===== src/rtl/hilo_muldiv_unit.sv =====
// Iterative MIPS multiply/divide unit owning the HI/LO registers.
// One radix-2 step per cycle on operand magnitudes, sign correction in a final FIX cycle.
module hilo_muldiv_unit #(
  parameter int WIDTH = 32
) (
  input  logic             clk,
  input  logic             rst_n,
  input  logic             start,
  input  logic [1:0]       op,
  input  logic [WIDTH-1:0] in1,
  input  logic [WIDTH-1:0] in2,
  input  logic             mthi,
  input  logic             mtlo,
  output logic             busy,
  output logic [WIDTH-1:0] hi,
  output logic [WIDTH-1:0] lo
);

  localparam int CNT_W = (WIDTH > 1) ? $clog2(WIDTH) : 1;

  typedef enum logic [1:0] {
    IDLE = 2'b00,
    RUN  = 2'b01,
    FIX  = 2'b10
  } state_t;

  state_t state_r;
  state_t state_next_s;

  logic             busy_r;
  logic [CNT_W-1:0] cnt_r;
  logic             is_div_r;
  logic             neg_q_r;
  logic             neg_r_r;
  logic             div0_r;
  logic [WIDTH-1:0] b_r;
  logic [WIDTH-1:0] acc_r;
  logic [WIDTH-1:0] work_r;
  logic [WIDTH-1:0] hi_r;
  logic [WIDTH-1:0] lo_r;

  logic               a_neg_s;
  logic               b_neg_s;
  logic [WIDTH-1:0]   a_mag_s;
  logic [WIDTH-1:0]   b_mag_s;
  logic [WIDTH:0]     mul_sum_s;
  logic [WIDTH:0]     div_trial_s;
  logic               div_ok_s;
  logic [2*WIDTH-1:0] prod_fix_s;
  logic [WIDTH-1:0]   quo_fix_s;
  logic [WIDTH-1:0]   rem_fix_s;

  function automatic logic [WIDTH-1:0] neg_w(input logic [WIDTH-1:0] x);
    return (~x) + WIDTH'(1);
  endfunction

  function automatic logic [2*WIDTH-1:0] neg_2w(input logic [2*WIDTH-1:0] x);
    return (~x) + (2*WIDTH)'(1);
  endfunction

  // Operand magnitudes and per-step arithmetic
  always_comb begin
    a_neg_s = (~op[0]) & in1[WIDTH-1];
    b_neg_s = (~op[0]) & in2[WIDTH-1];
    a_mag_s = a_neg_s ? neg_w(in1) : in1;
    b_mag_s = b_neg_s ? neg_w(in2) : in2;
    mul_sum_s = {1'b0, acc_r} + (work_r[0] ? {1'b0, b_r} : {(WIDTH+1){1'b0}});
    div_trial_s = {acc_r, work_r[WIDTH-1]} - {1'b0, b_r};
    // A zero divisor always "fits", yielding all-ones quotient and the dividend as remainder
    div_ok_s = (~div_trial_s[WIDTH]) | div0_r;
  end

  // Sign correction applied in FIX
  always_comb begin
    prod_fix_s = neg_q_r ? neg_2w({acc_r, work_r}) : {acc_r, work_r};
    if (div0_r) begin
      quo_fix_s = {WIDTH{1'b1}};
    end else begin
      quo_fix_s = neg_q_r ? neg_w(work_r) : work_r;
    end
    rem_fix_s = neg_r_r ? neg_w(acc_r) : acc_r;
  end

  // Next-state logic
  always_comb begin
    state_next_s = state_r;
    case (state_r)
      IDLE: begin
        if (start) state_next_s = RUN;
        else       state_next_s = IDLE;
      end
      RUN: begin
        if (cnt_r == CNT_W'(WIDTH-1)) state_next_s = FIX;
        else                          state_next_s = RUN;
      end
      FIX:     state_next_s = IDLE;
      default: state_next_s = IDLE;
    endcase
  end

  // State register and registered busy flag
  always_ff @(posedge clk or negedge rst_n) begin
    if (!rst_n) begin
      state_r <= IDLE;
      busy_r  <= 1'b0;
    end else begin
      state_r <= state_next_s;
      busy_r  <= (state_next_s != IDLE);
    end
  end

  // Datapath: launch, iterate, correct, and HI/LO moves
  always_ff @(posedge clk or negedge rst_n) begin
    if (!rst_n) begin
      cnt_r    <= '0;
      is_div_r <= 1'b0;
      neg_q_r  <= 1'b0;
      neg_r_r  <= 1'b0;
      div0_r   <= 1'b0;
      b_r      <= '0;
      acc_r    <= '0;
      work_r   <= '0;
      hi_r     <= '0;
      lo_r     <= '0;
    end else begin
      case (state_r)
        IDLE: begin
          if (start) begin
            cnt_r    <= '0;
            is_div_r <= op[1];
            neg_q_r  <= a_neg_s ^ b_neg_s;
            neg_r_r  <= a_neg_s;
            div0_r   <= op[1] & (in2 == '0);
            b_r      <= b_mag_s;
            acc_r    <= '0;
            work_r   <= a_mag_s;
          end else begin
            if (mthi) hi_r <= in1;
            if (mtlo) lo_r <= in1;
          end
        end
        RUN: begin
          cnt_r <= cnt_r + CNT_W'(1);
          if (is_div_r) begin
            if (div_ok_s) begin
              acc_r  <= div_trial_s[WIDTH-1:0];
              work_r <= {work_r[WIDTH-2:0], 1'b1};
            end else begin
              acc_r  <= {acc_r[WIDTH-2:0], work_r[WIDTH-1]};
              work_r <= {work_r[WIDTH-2:0], 1'b0};
            end
          end else begin
            acc_r  <= mul_sum_s[WIDTH:1];
            work_r <= {mul_sum_s[0], work_r[WIDTH-1:1]};
          end
        end
        FIX: begin
          if (is_div_r) begin
            hi_r <= rem_fix_s;
            lo_r <= quo_fix_s;
          end else begin
            hi_r <= prod_fix_s[2*WIDTH-1:WIDTH];
            lo_r <= prod_fix_s[WIDTH-1:0];
          end
        end
        default: begin
          cnt_r <= '0;
        end
      endcase
    end
  end

  assign busy = busy_r;
  assign hi   = hi_r;
  assign lo   = lo_r;

endmodule


===== config.mk =====
export PLATFORM = sky130hd
export DESIGN_NAME = hilo_muldiv_unit
export DESIGN_NICKNAME = d
export VERILOG_FILES = /design/src/rtl/hilo_muldiv_unit.sv
export SDC_FILE = /design/constraint.sdc
export NUM_CORES = 1
export LEC_CHECK = 0
export ABC_CLOCK_PERIOD_IN_PS = 3100
export BUFFER_PORTS_ARGS = -buffer_cell sky130_fd_sc_hd__buf_2
export CAP_MARGIN = 10
export CORE_AREA = 2 2 174 176
export DETAILED_ROUTE_END_ITERATION = 7
export DIE_AREA = 0 0 176 178
export PLACE_DENSITY_LB_ADDON = 0.05
export SLEW_MARGIN = 20
export SYNTH_ARGS = -nofsm -noshare
export SYNTH_HDL_FRONTEND = slang
export SYNTH_SLANG_ARGS = --single-unit

===== constraint.sdc =====
create_clock -name clk -period 3.1 [get_ports clk]
set_input_delay 0.31 -clock clk [delete_from_list [all_inputs] [get_ports clk]]
set_output_delay 0.31 -clock clk [all_outputs]
set_load 0.005 [all_outputs]

After elaboration in Yosys (flattened, before gate mapping)
Index checks and enable logic that the tools add are counted.
{"block": "word_totals", "input_bits": 71, "wordCells": 78, "register_bits": 172, "output_inout_bits": 65}
{"block": "classes", "n_mux": 28, "n_eq_ne": 7, "add_sub_neg": 8, "n_reduce_logical": 10, "bitwise_logic": 13}
{"op": "two-way mux 32 bit", "n": 17}
{"op": "one-hot mux 32 bit (2 select lines)", "n": 4}
{"op": "adder 32 x 1 -> 32 bit (second input constant)", "n": 4}
{"op": "NOT 32 bit", "n": 4}
{"op": "adder 64 x 1 -> 64 bit (second input constant)", "n": 1}
{"op": "two-way mux 64 bit", "n": 1}
{"op": "NOT 64 bit", "n": 1}
{"op": "adder 32 x 32 -> 33 bit", "n": 1}
{"op": "subtractor 33 x 32 -> 33 bit", "n": 1}
{"op": "logical NOT 32 bit", "n": 1}
{"op": "one-hot mux 5 bit (3 select lines)", "n": 1}
{"op": "!= test 2 bit (second input constant)", "n": 4}
{"op": "AND reduction 2 bit", "n": 3}
{"op": "AND reduction 3 bit", "n": 2}
{"op": "nonzero test 2 bit", "n": 3}
{"op": "adder 5 x 1 -> 5 bit (second input constant)", "n": 1}
{"op": "== test 5 bit (second input constant)", "n": 1}
{"op": "two-way mux 5 bit", "n": 1}
{"op": "one-hot mux 2 bit (2 select lines)", "n": 1}
{"op": "AND 1 bit", "n": 3}
{"op": "NOT 1 bit", "n": 3}
{"op": "== test 2 x 1 -> 1 bit (second input constant)", "n": 1}
{"op": "== test 2 bit (second input constant)", "n": 1}
{"op": "logical NOT 2 bit", "n": 1}
{"op": "4 further kinds", "n": 5}

Depth between registers and ports, before layout
Gate-level depths: netlist (run 1).
{"block": "logic_depth", "word_depth": 6, "ltp_mapped": 15}

Worst setup path after synthesis (run 1)
Ideal clock, no wire load.
{"block": "synth_timing", "kind": "register to register", "from": "register work_r[0]", "to": "register acc_r[28]", "t_required_ns": 2.957, "stages_incl_launch_ff": 15, "setup_ns": 0.143, "path_slack_ns": -0.244, "arrival_ns": 3.201, "synth_period_minus_slack_ns": 3.344, "cell_sequence": "dfrtp_1 -> clkbuf_1 -> inv_1 -> clkbuf_1 -> nor2_1 -> ha_1 -> a22o_1 -> or4b_1 -> nand3_2 -> a211oi_1 -> o22a_1 -> a311o_1 -> a31oi_1 -> xor2_1 -> o221ai_1"}
{"block": "synth_between", "elab_chain_cells": 4}
{"item": "start, declared", "line_no": "38", "rtl": "logic [WIDTH-1:0] work_r;"}
{"item": "start signal, assigned", "line_no": "136", "rtl": "work_r <= a_mag_s;"}
{"item": "start signal, assigned", "line_no": "147", "rtl": "work_r <= {work_r[WIDTH-2:0], 1'b1};"}
{"item": "start signal, assigned", "line_no": "150", "rtl": "work_r <= {work_r[WIDTH-2:0], 1'b0};"}
{"item": "two-way mux 32 bit", "line_no": "67", "rtl": "mul_sum_s = {1'b0, acc_r} + (work_r[0] ? {1'b0, b_r} : {(WIDTH+1){1'b0}});"}
{"item": "adder 32 x 32 -> 33 bit", "line_no": "67"}
{"item": "two-way mux 32 bit", "line_no": "144", "rtl": "if (is_div_r) begin"}
{"item": "one-hot mux 32 bit (2 select lines)", "line_no": "126", "rtl": "case (state_r)"}
{"item": "end signal, assigned", "line_no": "146", "rtl": "acc_r <= div_trial_s[WIDTH-1:0];"}
{"item": "end signal, assigned", "line_no": "149", "rtl": "acc_r <= {acc_r[WIDTH-2:0], work_r[WIDTH-1]};"}
{"item": "end signal, assigned", "line_no": "153", "rtl": "acc_r <= mul_sum_s[WIDTH:1];"}
{"item": "end, declared", "line_no": "37", "rtl": "logic [WIDTH-1:0] acc_r;"}
Every way passes these cells.
A chain may end at the register's enable or synchronous reset.

Worst setup path after layout (run 1)
Same ends and word-level chain as after synthesis.

==> results of run 1 <==
## report_power, final
group,internal (uW),total [uW],switching (uW)
Clock,1120,2140,1020
Combinational,7540,16700,9210
Sequential,3430,4540,1110
## synth_stat cells, types with 4 or more instances
master    number  area share
a211o_1        6      0.0036
or2_2          6      0.0026
o22ai_1       43       0.019
o221ai_1       8      0.0048
nand3b_1       6      0.0031
a21oi_1      127       0.044
o21ai_1       16      0.0055
nand2_1      249       0.065
o21a_1        12      0.0062
o21bai_1       4      0.0021
a22o_1         4      0.0024
dfrtp_1      172        0.30
a22oi_1       19      0.0099
o31a_1         7      0.0042
o21ai_0      219       0.076
or3_1         19      0.0082
nor2_1       140       0.036
xor2_1        63       0.038
o211ai_1      12      0.0062
nand3_1       32       0.011
a21o_1        30       0.016
clkbuf_1      98       0.025
a21boi_0       4      0.0021
inv_1         64       0.017
and2_1         8      0.0035
buf_2          9      0.0031
a31oi_1       20      0.0087
nand2b_1      21      0.0091
and3_1        15      0.0065
o41ai_1       10      0.0061
nor2b_1       15      0.0065
ha_1          70       0.061
mux2i_1       47       0.033
nor4_1        15      0.0065
nand4_1        7      0.0030
a211oi_1      11      0.0057
or4_1          7      0.0036
nor3_1        27      0.0094
nor3b_1        5      0.0026
buf_1          9      0.0023
o31ai_1       17      0.0088
xnor2_1      102       0.062
## routing by layer
layer  routed length (um)  global-route usage
met1                22000               0.420
met2                24600               0.559
met3                 2380              0.0360
met4                 1670               0.122
met5                    0                   0
## kinds of logic after synthesis
group | count (synthesis) | share of synthesized area
AO/OA/AOI/OAI | 605 | 0.257
AND/OR/NAND/NOR | 598 | 0.197
buffers and inverters | 184 | 0.0497
flip-flops | 172 | 0.298
XOR/XNOR | 165 | 0.100
adder cells (fa/ha/maj) | 72 | 0.0634
multiplexers | 49 | 0.0345
## layout by cell type, fill, tap and decap left out, types with 10 or more instances in the layout
cell       count
a21o_1        30
a21oi_1      116
a21oi_2       10
a22oi_1       19
a31oi_1       20
and3_1        15
buf_2        134
buf_4        193
clkbuf_16     17
dfrtp_1      169
ha_1          66
inv_1         62
mux2i_1       47
nand2_1      248
nand2b_1      20
nand3_1       31
nor2_1       135
nor2b_1       14
nor3_1        26
nor4_1        15
o211ai_1      12
o21a_1        12
o21ai_0      211
o21ai_1       18
o22ai_1       42
o31ai_1       17
o41ai_1       10
or3_1         16
xnor2_1      102
xor2_1        63
## area by class of cell
type | instances | area [um^2]
fillers | 2767 | 11800
clock inverters | 11 | 110
clock buffers | 21 | 440
flip-flops and latches | 172 | 4310
well taps | 390 | 488
multi-input cells | 1490 | 9770
repair buffers | 337 | 2280
inverters | 64 | 240
## timing repair
action	in CTS	in global routing
gates cloned	0	1
buffers inserted	5	7
hold buffers	1	0
pin swaps	7	25
resized for setup	10	58
endpoints found under the hold margin	51	0
endpoints found under the setup margin	31	50
## worst max-delay path: cells and delay by family, from the launching register on
family	cells	cell delay [ns]
adder cells (fa/ha/maj)	1	0.30
AO/OA/AOI/OAI	6	1.18
AND/OR/NAND/NOR	3	0.66
flip-flops	1	0.41
buffers and inverters	2	0.22
XOR/XNOR	1	0.17
## registers in the layout, indices dropped and copies added, names as in the netlist
register / cells
acc_r: 32
b_r: 32
busy: 1
cnt_r: 5
div0_r: 1
hi: 32
is_div_r: 1
lo: 32
neg_q_r: 1
neg_r_r: 1
state_r: 2
work_r: 32
## final timing paths
kind	startpoint	end	slack, ns	depth (start not counted)
max	work_r[0]	acc_r[28]	-0.003	13
min	op[1]	is_div_r	0.07	3
max reg2reg	work_r[0]	acc_r[28]	-0.003	13
min reg2reg	lo[28]	lo[28]	0.48	2
max in group asynchronous	rst_n	lo[1]	1.86	3
min in group asynchronous	rst_n	lo[25]	0.38	2
## per-stage QoR
stage,power (uW),hold WS (ns),setup slack (ns),cells,setup TNS [ns]
finish,23400,0.0709,-0.00290,2485,-0.00290
global route,25200,0.109,-0.0911,2485,-0.372
CTS,22600,0.0501,0.00207,2476,0
detailed placement,20200,0.308,-0.214,2438,-3.86
global placement,19900,0.301,-0.187,2438,-3.01
floorplan,14400,0.0144,0.0156,1845,0
==> flow_summary.toml, run 1 <==
[layout]
areaGrowthSynthToFinish_pct = 22.0
drive_gt1_frac = 0.217
fin_util = 0.600
finalInstanceArea_um2 = 17600
num_antenna_cells = 0
nets = 2225

[worst_setup_path]
critPathRequiredTime_ns = 3.40
slowest_delay_ns = 0.49
path_class = "reg2reg"
worstPathMaxFanout = 15
crit_chain = "inv_2, buf_12, nor2_1, ha_1, a22o_1, or4b_4, nand3_2, a211oi_2, o22a_1, a311o_1, a31oi_1, xor2_1, o221ai_1"
cp.arrival_ns = 3.40
cp_slowest_cell = "or4b_4"
start_kind = "register"
end_kind = "register"

[power]
vdd_ir_drop_max_uv = 582
power_density_nw_per_um2 = 1330
leakagePower_uw = 0.00794

[job]
max-cap-violations = 0

[outcome]
status = "finished, violations left"
violations = "setup timing"

[floorplan]
fp.dieH_um = 178
coreArea_um2 = 29400
rows = 63
die_area_um2 = 31300
initial_utilization = 0.492
die_w_um = 176
ioPinCount = 136

[grt]
grt_max_degree = 67
grt-ovfl-total = 0
first_global_vias = 14100
grtUsageTotal = 0.325
grt_pass1_wl_mm = 79.0
antenna_found_initial = 1

[cts]
clock_latency_ns = 0.46
cts_buffer_depth = 2
cts_root_buf = "clkbuf_16"
cts_max_level = 4
clkTransAtPathRegs_ns = 0.07
cts_made_buffers = 17
cts.sinks = 172
cts_tree = "yes"

[route]
wire_per_inst_um = 20.4
drcViolationCount = 0
firstDrtPassIters = 5
viasPerCell = 5.91
antenna_left = 0
via_count = 14700
routed_wl_mm = 50.6
drt_iter0_drc = 1098

[timing]
period_minus_slack_ns = 3.10
setup_violations = 1
hold_viol = 0
slew-limit-headroom = 0.477
worst_slew_pin_slew_ns = 0.785
fmax_mhz = 322
fin_skew_ns = 0.0107
slew_violations = 0
fin_ws_ns = -0.00290
rsz0062_at_grt = "yes"
post-route-period-util = 1.00

[logic_synthesis]
yosysWarningCount = 0
synthCells = 1845
yosysSeqAreaShare = 0.298
ys_types = 88
async_flop_share = 1.00
syn_area_per_cell_um2 = 7.83
yosys_most_used_dff = "dfrtp_1"
synth_seq_cells = 172
syn_nets = 1988
syn_area_um2 = 14500
synth_edf_count = 0

[placed_design]
place_area_um2 = 16700
post-dp-hpwl_mm = 39.1
port-buffer-count = 135
gp_congestion = 1.00

[hold_path]
hp-class = "in2reg"
Note: power is estimated with default switching activity, not from simulation.
==> run 2, diff against run 1 <==
ABC_CLOCK_PERIOD_IN_PS = 3800   (was 3100)
CTS_BUF_LIST = sky130_fd_sc_hd__clkbuf_8   (was not set)
clock period = 3.8 ns   (was 3.1 ns; I/O delays follow)
==> run 2 against run 1 <==
Compared with the run above: the run now ends clean; critical path depth down 1; clock power shrank 36%; wire length shrank 5.7%; clock-buffer cell count decreased by 4; largest power group unchanged.
==> flow_summary.toml, run 2 (synthesized netlist as in run 1, its figures left out) <==
[outcome]
status = "complete, no violations"

[worst_setup_path]
r2r-start = "work_r[31]"
cp.arrival_ns = 3.94
start_kind = "register"
slowest_delay_ns = 0.45
end_kind = "register"
cp_slowest_cell = "mux2_4"
critPathRequiredTime_ns = 4.17
critical-path-top-delay-family = "compound AO/OA/AOI/OAI gates"
path_class = "reg2reg"
crit_buf_inv = 1
ff2ff_setup_slack_ns = 0.23
worstPathMaxFanout = 22
crit_chain = "inv_1, ha_1, fa_1, nand2b_1, a211oi_1, o21ai_0, o211ai_2, a211oi_2, mux2_4, and3_1, a221oi_1, o31ai_1"
r2r-end = "acc_r[17]"
r2r_cells = 12

[grt]
grt_pass1_wl_mm = 75.0
antenna_found_initial = 0
grtUsageTotal = 0.308
grt-ovfl-total = 0
grt_max_degree = 91
first_global_vias = 13100

[layout]
final_cell_mix = "nand2_1, o21ai_0, dfrtp_1, nor2_1, buf_2"
areaGrowthSynthToFinish_pct = 11.5
num_antenna_cells = 0
final_common_cell = "nand2_1"
finalInstanceArea_um2 = 16100
n_fill_cell = 2872
fin_util = 0.548
nets = 2087
drive_gt1_frac = 0.139

[timing]
rsz0062_at_grt = "no"
whs_ns = 0.0912
slew-limit-headroom = 0.180
fmax_mhz = 280
period_minus_slack_ns = 3.57
setup_violations = 0
finalSetupTns_ns = 0
hold_viol = 0
fin_skew_ns = 0.0199
post-route-period-util = 0.940
slew_violations = 0
worst_slew_pin_slew_ns = 1.22

[floorplan]
die_area_um2 = 31300
die_w_um = 176
initial_utilization = 0.492
rows = 63
fp.dieH_um = 178
ioPinCount = 136
coreArea_um2 = 29400

[cts]
cts_buffer_depth = 2
cts_root_buf = "clkbuf_8"
cts_made_buffers = 17
cts_tree = "yes"
cts.sinks = 172
cts_max_level = 4
ctsResizeCount = 0
clkTransAtPathRegs_ns = 0.11
clock_latency_ns = 0.51

[route]
drcViolationCount = 0
routed_wl_mm = 47.7
antenna_left = 0
via_count = 14000
viasPerCell = 5.95
drt_iter0_drc = 1124
wire_per_inst_um = 20.3
firstDrtPassIters = 5

[hold_path]
hp-class = "in2reg"
hold_start = "op[1]"
hold_end = "is_div_r"
worstHoldPathCells = 3

[power]
power_density_nw_per_um2 = 1040
leakagePower_uw = 0.00718
vdd_ir_drop_max_uv = 432
power_uw = 16800

[placed_design]
port-buffer-count = 135
place_area_um2 = 15700
gp_congestion = 1.00
post-dp-hpwl_mm = 36.8

[job]
max-cap-violations = 0
run 2: changes by cell type in the layout (fill, tap and decap cells not counted), moves of 5 or more:
cell,before,now
o21ai_0,211,218
buf_4,193,60
a21oi_2,10,1
o21ai_2,5,0
clkbuf_16,17,0
a21oi_1,116,127
clkbuf_8,0,17
run 2: final cells by class:
type / count / area, um^2 / area share
clock buffers: 17 / 234 / 0.0145
clock inverters: 15 / 155 / 0.00963
inverters: 64 / 240 / 0.0149
multi-input cells: 1489 / 9470 / 0.588
flip-flops and latches: 172 / 4310 / 0.267
well taps: 390 / 488 / 0.0303
repair buffers: 200 / 1220 / 0.0758
run 2: how the worst max path moves through the flow:
stage / start / to / slack (ns) / cells after the start
final: work_r[31] / acc_r[17] / 0.23 / 12
after global placement: work_r[31] / acc_r[11] / 0.33 / 12
after floorplan: work_r[0] / acc_r[28] / 0.46 / 14
after global routing: work_r[31] / acc_r[17] / 0.05 / 12
after CTS: work_r[31] / acc_r[11] / 0.19 / 12
after detailed placement: work_r[31] / acc_r[11] / 0.26 / 12
run 2: timing repair:
action,4_1_cts,5_1_grt
hold buffers,1,0
setup buffers,0,2
endpoints found under the hold margin,42,0
setup endpoints to repair,0,4
run 2: per-stage QoR:
| step | instances | setup WS (ns) |
|---|---|---|
| 3_5_place_dp | 2311 | 0.256 |
| 5_1_grt | 2347 | 0.0478 |
| 6_report | 2347 | 0.226 |
| 3_3_place_gp | 2311 | 0.332 |
| 4_1_cts | 2344 | 0.188 |
| 2_1_floorplan | 1845 | 0.456 |
run 2: report_power, final:
part / switching [uW] / internal, uW
Clock: 811 / 545
Combinational: 6790 / 4840
Sequential: 995 / 2790
Total: 8600 / 8170
run 2: worst min-delay path, delay by kind of cell:
family | cells | cell delay [ns]
buffers and inverters | 1 | 0.09
and+or+nand+nor | 2 | 0.10
run 2: routing by layer:
layer | track usage | part of all wire | vias to the layer above
met1 | 0.410 | 0.44 | 6658
li1 | - | - | 6791
met4 | 0.107 | 0.030 | 0
met2 | 0.517 | 0.47 | 463
met3 | 0.0416 | 0.054 | 64
met5 | 0 | 0 | -
